<file path="src/rtl/color_ctrl_pkg.sv">
// color_ctrl_pkg: shared encodings and constants for the color frame sequencer (CHECKSUM_EN adds the checksum state)
package color_ctrl_pkg;
  localparam logic [7:0] HEADER_DEF = 8'hAA;
  localparam int FRAME_LEN_PLAIN = 4;
  localparam int FRAME_LEN_CK = 5;
`ifdef CHECKSUM_EN
  localparam int FRAME_LEN = FRAME_LEN_CK;
  typedef enum logic [2:0] {
    IDLE   = 3'd0,
    GET_R  = 3'd1,
    GET_G  = 3'd2,
    GET_B  = 3'd3,
    GET_CK = 3'd4,
    APPLY  = 3'd5
  } state_t;
`else
  localparam int FRAME_LEN = FRAME_LEN_PLAIN;
  typedef enum logic [2:0] {
    IDLE  = 3'd0,
    GET_R = 3'd1,
    GET_G = 3'd2,
    GET_B = 3'd3,
    APPLY = 3'd5
  } state_t;
`endif
  function automatic logic [7:0] frame_ck(input logic [7:0] r, input logic [7:0] g, input logic [7:0] b);
    return r ^ g ^ b;
  endfunction
endpackage

</file>
<file path="src/rtl/gap_timer.sv">
// gap_timer: saturating inter-byte gap counter flagging the last cycle before timeout
module gap_timer #(
  parameter int TW          = 16,
  parameter int TIMEOUT_CYC = 50000
) (
  input  logic clk,
  input  logic reset,
  input  logic clr,
  input  logic en,
  output logic expired
);
  logic [TW-1:0] cnt_q, cnt_d;
  // next count: clear wins, otherwise count up and hold at the timeout value
  always_comb begin
    cnt_d = clr ? '0 : (en && cnt_q != TW'(TIMEOUT_CYC)) ? cnt_q + 1'b1 : cnt_q;
  end
  // counter register, async active-low reset
  always_ff @(posedge clk or negedge reset) begin
    if (!reset) cnt_q <= '0;
    else cnt_q <= cnt_d;
  end
  assign expired = cnt_q == TW'(TIMEOUT_CYC - 1);
endmodule

</file>
<file path="src/rtl/color_frame_ctrl.sv">
// color_frame_ctrl: parses [HEADER,R,G,B,(CK)] frames and commits RGB duties atomically (CHECKSUM_EN enables CK byte)
module color_frame_ctrl
  import color_ctrl_pkg::*;
#(
  parameter logic [7:0] HEADER      = HEADER_DEF,
  parameter int         TIMEOUT_CYC = 50000,
  parameter int         TW          = 16
) (
  input  logic       clk,
  input  logic       reset,
  input  logic [7:0] rx_data,
  input  logic       rx_valid,
  output logic [7:0] red_duty,
  output logic [7:0] green_duty,
  output logic [7:0] blue_duty,
  output logic       update,
  output logic       frame_err,
  output logic       busy
);
  state_t     state_q, state_d;
  logic [7:0] r_q, r_d, g_q, g_d, b_q, b_d;
  logic [7:0] red_q, red_d, green_q, green_d, blue_q, blue_d;
  logic       update_q, update_d, err_q, err_d;
  logic       expired, in_frame, hdr, timeout;

  assign in_frame = state_q != IDLE && state_q != APPLY;
  assign hdr      = rx_valid && rx_data == HEADER;
  assign timeout  = in_frame && expired && !rx_valid;

  gap_timer #(.TW(TW), .TIMEOUT_CYC(TIMEOUT_CYC)) u_gap_timer (
    .clk    (clk),
    .reset  (reset),
    .clr    (rx_valid || !in_frame),
    .en     (in_frame),
    .expired(expired)
  );

  // next-state, shadow capture, commit and pulse generation; a gap timeout overrides everything
  always_comb begin
    state_d  = state_q;
    r_d      = r_q;
    g_d      = g_q;
    b_d      = b_q;
    red_d    = red_q;
    green_d  = green_q;
    blue_d   = blue_q;
    update_d = 1'b0;
    err_d    = 1'b0;
    case (state_q)
      IDLE:  state_d = hdr ? GET_R : IDLE;
      GET_R: if (rx_valid) begin
        r_d     = rx_data;
        state_d = GET_G;
      end
      GET_G: if (rx_valid) begin
        g_d     = rx_data;
        state_d = GET_B;
      end
      GET_B: if (rx_valid) begin
        b_d     = rx_data;
`ifdef CHECKSUM_EN
        state_d = GET_CK;
`else
        state_d = APPLY;
`endif
      end
`ifdef CHECKSUM_EN
      GET_CK: if (rx_valid) begin
        state_d = rx_data == frame_ck(r_q, g_q, b_q) ? APPLY : IDLE;
        err_d   = rx_data != frame_ck(r_q, g_q, b_q);
      end
`endif
      APPLY: begin
        red_d    = r_q;
        green_d  = g_q;
        blue_d   = b_q;
        update_d = 1'b1;
        state_d  = hdr ? GET_R : IDLE;
      end
      default: state_d = IDLE;
    endcase
    if (timeout) begin
      state_d = IDLE;
      err_d   = 1'b1;
      r_d     = '0;
      g_d     = '0;
      b_d     = '0;
    end
  end

  // state, shadow, duty and pulse registers; reset drops any partial frame and zeroes duties
  always_ff @(posedge clk or negedge reset) begin
    if (!reset) begin
      state_q  <= IDLE;
      r_q      <= '0;
      g_q      <= '0;
      b_q      <= '0;
      red_q    <= '0;
      green_q  <= '0;
      blue_q   <= '0;
      update_q <= 1'b0;
      err_q    <= 1'b0;
    end else begin
      state_q  <= state_d;
      r_q      <= r_d;
      g_q      <= g_d;
      b_q      <= b_d;
      red_q    <= red_d;
      green_q  <= green_d;
      blue_q   <= blue_d;
      update_q <= update_d;
      err_q    <= err_d;
    end
  end

  assign red_duty   = red_q;
  assign green_duty = green_q;
  assign blue_duty  = blue_q;
  assign update     = update_q;
  assign frame_err  = err_q;
  assign busy       = state_q != IDLE;
endmodule
</file>
<file path="config.mk">
export PLATFORM = sky130hd
export DESIGN_NAME = color_frame_ctrl
export DESIGN_NICKNAME = d
export VERILOG_FILES = /design/src/rtl/color_ctrl_pkg.sv /design/src/rtl/gap_timer.sv /design/src/rtl/color_frame_ctrl.sv
export SDC_FILE = /design/constraint.sdc
export NUM_CORES = 1
export LEC_CHECK = 0
export CAP_MARGIN = 20
export CORE_MARGIN = 5
export CORE_UTILIZATION = 25
export DETAILED_ROUTE_END_ITERATION = 10
export PLACE_DENSITY = 0.48
export SKIP_LAST_GASP = 1
export SYNTH_ARGS = -nofsm -noshare
export SYNTH_HDL_FRONTEND = slang
export SYNTH_HIERARCHICAL = 1
export SYNTH_SLANG_ARGS = --single-unit
</file>
<file path="constraint.sdc">
create_clock -name clk -period 6.6 [get_ports clk]
set_input_delay 1.65 -clock clk [delete_from_list [all_inputs] [get_ports clk]]
set_output_delay 1.65 -clock clk [all_outputs]
set_load 0.01 [all_outputs]
</file>
==> summary.md <==
| Metric | Value |
|---|---|
| Worst-margin pin slew | a little under 0.9 ns |
| ANT cells | 0 |
| Non-Filler Instances | approximately 470 |
| Mean area per synthesized cell | ~12 um2 |
| Via count | 2017 |
| Register area share after synthesis | 0.557 |
| Hold Buf Count CTS | 0 |
| Post-CTS setup buffer count | 0 |
| Area growth from synthesis to layout | 26.6% |
| Fin. Hold Viols | 0 |
| Die width | 121 um |
| Vias in the first global route | about 2000 |
| Crit path launch | state_q[1] |
| Die Area | between 10000 and 15000 um2 |
| Final Slew Violations | 0 |
| Dpl cells | between 400 and 500 |
| Area of the multi-input gates | 1220 um2 |
| Worst endpoint data arrival time | between 1.5 and 2 ns |
| Post-Syn Area | ~3100 um2 |
| WP data required | between 4 and 5 ns |
| Skew final | about 0.012 ns |
| DIE HEIGHT | approximately 120 um |
| CTS Buf Count | 9 |
| Via density | between 4 and 5 |
| Initial antenna violation count | 0 |
| Cell row count | 40 |
| Wire per inst | 14.3 um |
| Clk Latency, worst-skew pair | 0.34 ns |
| IO Pins | 38 |
| Initial core utilization | 0.256 |
| DR iter-0 viols | 151 |
| CTS Sinks | 69 |
| Post-layout net count | just over 300 |
| CTS Root Cell | clkbuf_16 |
| Gr usage total | 0.0948 |
| Gpl congestion | 0.744 |
| Count of cell types in the netlist | between 50 and 60 |
| Largest family of logic cells by synthesized area | simple AND/OR/NAND/NOR gates |
| Most used DFF post-synth | dfrtp_1 |
| Simple-gate share of the synthesized area | 0.143 |
| R2r startpoint | u_gap_timer/cnt_q[5] |
| R2R Setup Slk | roughly 3.5 ns |
| Post-DP HPWL | between 4000 and 5000 um |
| Clock transition at the registers of the reported paths | approximately 0.060 ns |
| Worst setup path endpoint | busy |
| Final wirelength | ~6700 um |
| H-tree depth | 3 |
| Endpoints failing setup | 0 |
| Max IR drop VDD | 0.124 mV |
| Final Cycle Share | 0.517 |
| Pin count of the biggest net entering global routing | 70 |
| FF+latch area | around 1700 um2 |
| Critical R2R Capture | r_q[3] |
| Core area | approximately 12000 um2 |
| Tot Pwr | about 1.6 mW |
| # fillers | ~1300 |
| Final worst path period need | about 3.4 ns |
| Pre-CTS WS | 3.24 ns |
| Outcome | finished clean |
| HP Start | g_q[6] |
| Crit path kind | reg -> out |
| Crit path max fanout | 11 |
| DRC | 0 |
| Total of max-cap violations | 0 |
| Synthesized-area fraction occupied by adder cells | 0.00807 |
| Remaining global-route overflow | 0 |
| CTS tree | built |
| Cells after synthesis | between 200 and 300 |
| Post-route ant nets | 0 |
| Mux cell area share after synthesis | 0.102 |
| Worst rel slew slack | 0.411 |
| Synthesis warning total | 6 |
| Final WS setup | about 3.2 ns |
| Global-route wire length before repair | about 11000 um |
| Max Clk Rate | about 0.29 GHz |
| Lkg Pwr | ~1.7 nW |
| Worst setup EP type | primary output |
| Worst min path class | reg -> reg |
| Power density over the cells | between 400 and 500 nW/um2 |
| RSZ-0062 raised after global routing | false |
| Post-cts sizing count | 0 |
| Synth Register Bits | approximately 70 |
| Setup TNS | 0 ns |
| Post-synthesis xor/xnor area fraction | 0.0282 |
| TritonRoute pass-1 iters | 4 |
| Ys async rst share | 1.00 |
| IO buf count | 37 |
| Syn nets | 271 |
| Worst setup SP type | register |
| Final core utilization | 0.324 |
| Synth Area in Compound Gates | 0.111 |
| Reg2Reg Depth | 6 |
| Maximum clock path buffer count | 2 |
| Layout cells sized above 1 | 0.181 |
| Post-synth EDFFs | 0 |
==> state kept, by name, summed over array words and instances (netlist names), 3 cells and up <==
register           cells
g_q                    8
b_q                    8
state_q                3
blue_duty              8
u_gap_timer/cnt_q     16
r_q                    8
green_duty             8
red_duty               8
==> layout by cell type (no fill, tap or decap), types with 2 or more instances in the layout <==
master           netlist  routed
nor2_1                19      19
nand2b_1               3       3
nor3_1                 5       5
clkbuf_16              0       9
a211oi_4               2       2
xor2_1                 5       5
nand2_1               11      11
nor4_1                 3       3
mux2_2                25      25
nand4_1                7       7
inv_1                 19      19
xnor2_1                5       5
a22o_1                16      16
nand3_1                5       5
mux2i_1                2       2
a21oi_1                3       3
o31ai_1                8       8
nor2b_1                3       3
ha_1                   2       2
inv_6                  0       3
dfrtp_1               69      69
clkdlybuf4s50_1        0      36
bufinv_16              0       2
or3_1                  2       2
and2_1                 2       2
==> area by class of cell <==
type | instances | area share
clock buffers | 9 | 0.0573
well taps | 168 | 0.0535
clock inverters | 7 | 0.0268
multi-input cells | 156 | 0.310
inverters | 19 | 0.0182
flip-flops and latches | 69 | 0.440
repair buffers | 38 | 0.0949
==> cells by family (layout without fill, tap and decap cells) <==
| kind of cell | after synthesis | in the layout |
|---|---|---|
| xor+xnor | 10 | 10 |
| buf+inv | 33 | 73 |
| compound gates | 40 | 40 |
| fa+ha+maj | 2 | 2 |
| simple gates | 76 | 76 |
| flops | 69 | 69 |
| mux | 28 | 28 |
==> per-layer routing <==
layer | track usage | share of wire
met5 | 0 | 0
met4 | 0.0357 | 0.014
met3 | 0.0275 | 0.048
met2 | 0.143 | 0.44
met1 | 0.128 | 0.50
==> critical path: stages, from the launching register on <==
cell,delay (ns)
dfrtp_1,0.51
or3_1,0.43
clkdlybuf4s50_1,0.49
==> where the power goes <==
part / leakage, nW / internal [mW] / switching (mW)
Sequential: 0.920 / 0.560 / 0.0907
Combinational: 0.649 / 0.250 / 0.184
Clock: 0.159 / 0.338 / 0.201
==> worst min-delay path by stage <==
stage               endpoint  slack [ns]  cells after the start
2_1_floorplan         b_q[0]        0.46                      1
3_3_place_gp          g_q[0]        0.48                      1
3_5_place_dp          g_q[6]        0.49                      1
4_1_cts               b_q[4]        0.50                      1
5_1_grt        green_duty[7]        0.52                      1
6_report              g_q[6]        0.50                      1
==> metrics by stage <==
| step | hold slack (ns) | instance area (um2) |
|---|---|---|
| detailed placement | 0.489 | 3600 |
| floorplan | 0.462 | 3100 |
| global route | 0.518 | 3930 |
| finish | 0.498 | 3930 |
| global placement | 0.483 | 3600 |
| CTS | 0.504 | 3930 |
==> Yosys cell counts (all sizes together) (5+ instances only) <==
cell	instances	area (um2)
nor3	6	35.0
nor2	19	71.3
dfrtp	69	1730
mux2	26	297
xor2	5	43.8
nand4	7	43.8
a22o	16	140
inv	19	71.3
xnor2	5	43.8
nand2	12	47.6
buf	10	72.6
nand3	5	25.0
o31ai	8	60.1
No activity file was read; power rests on OpenSTA's default activity.
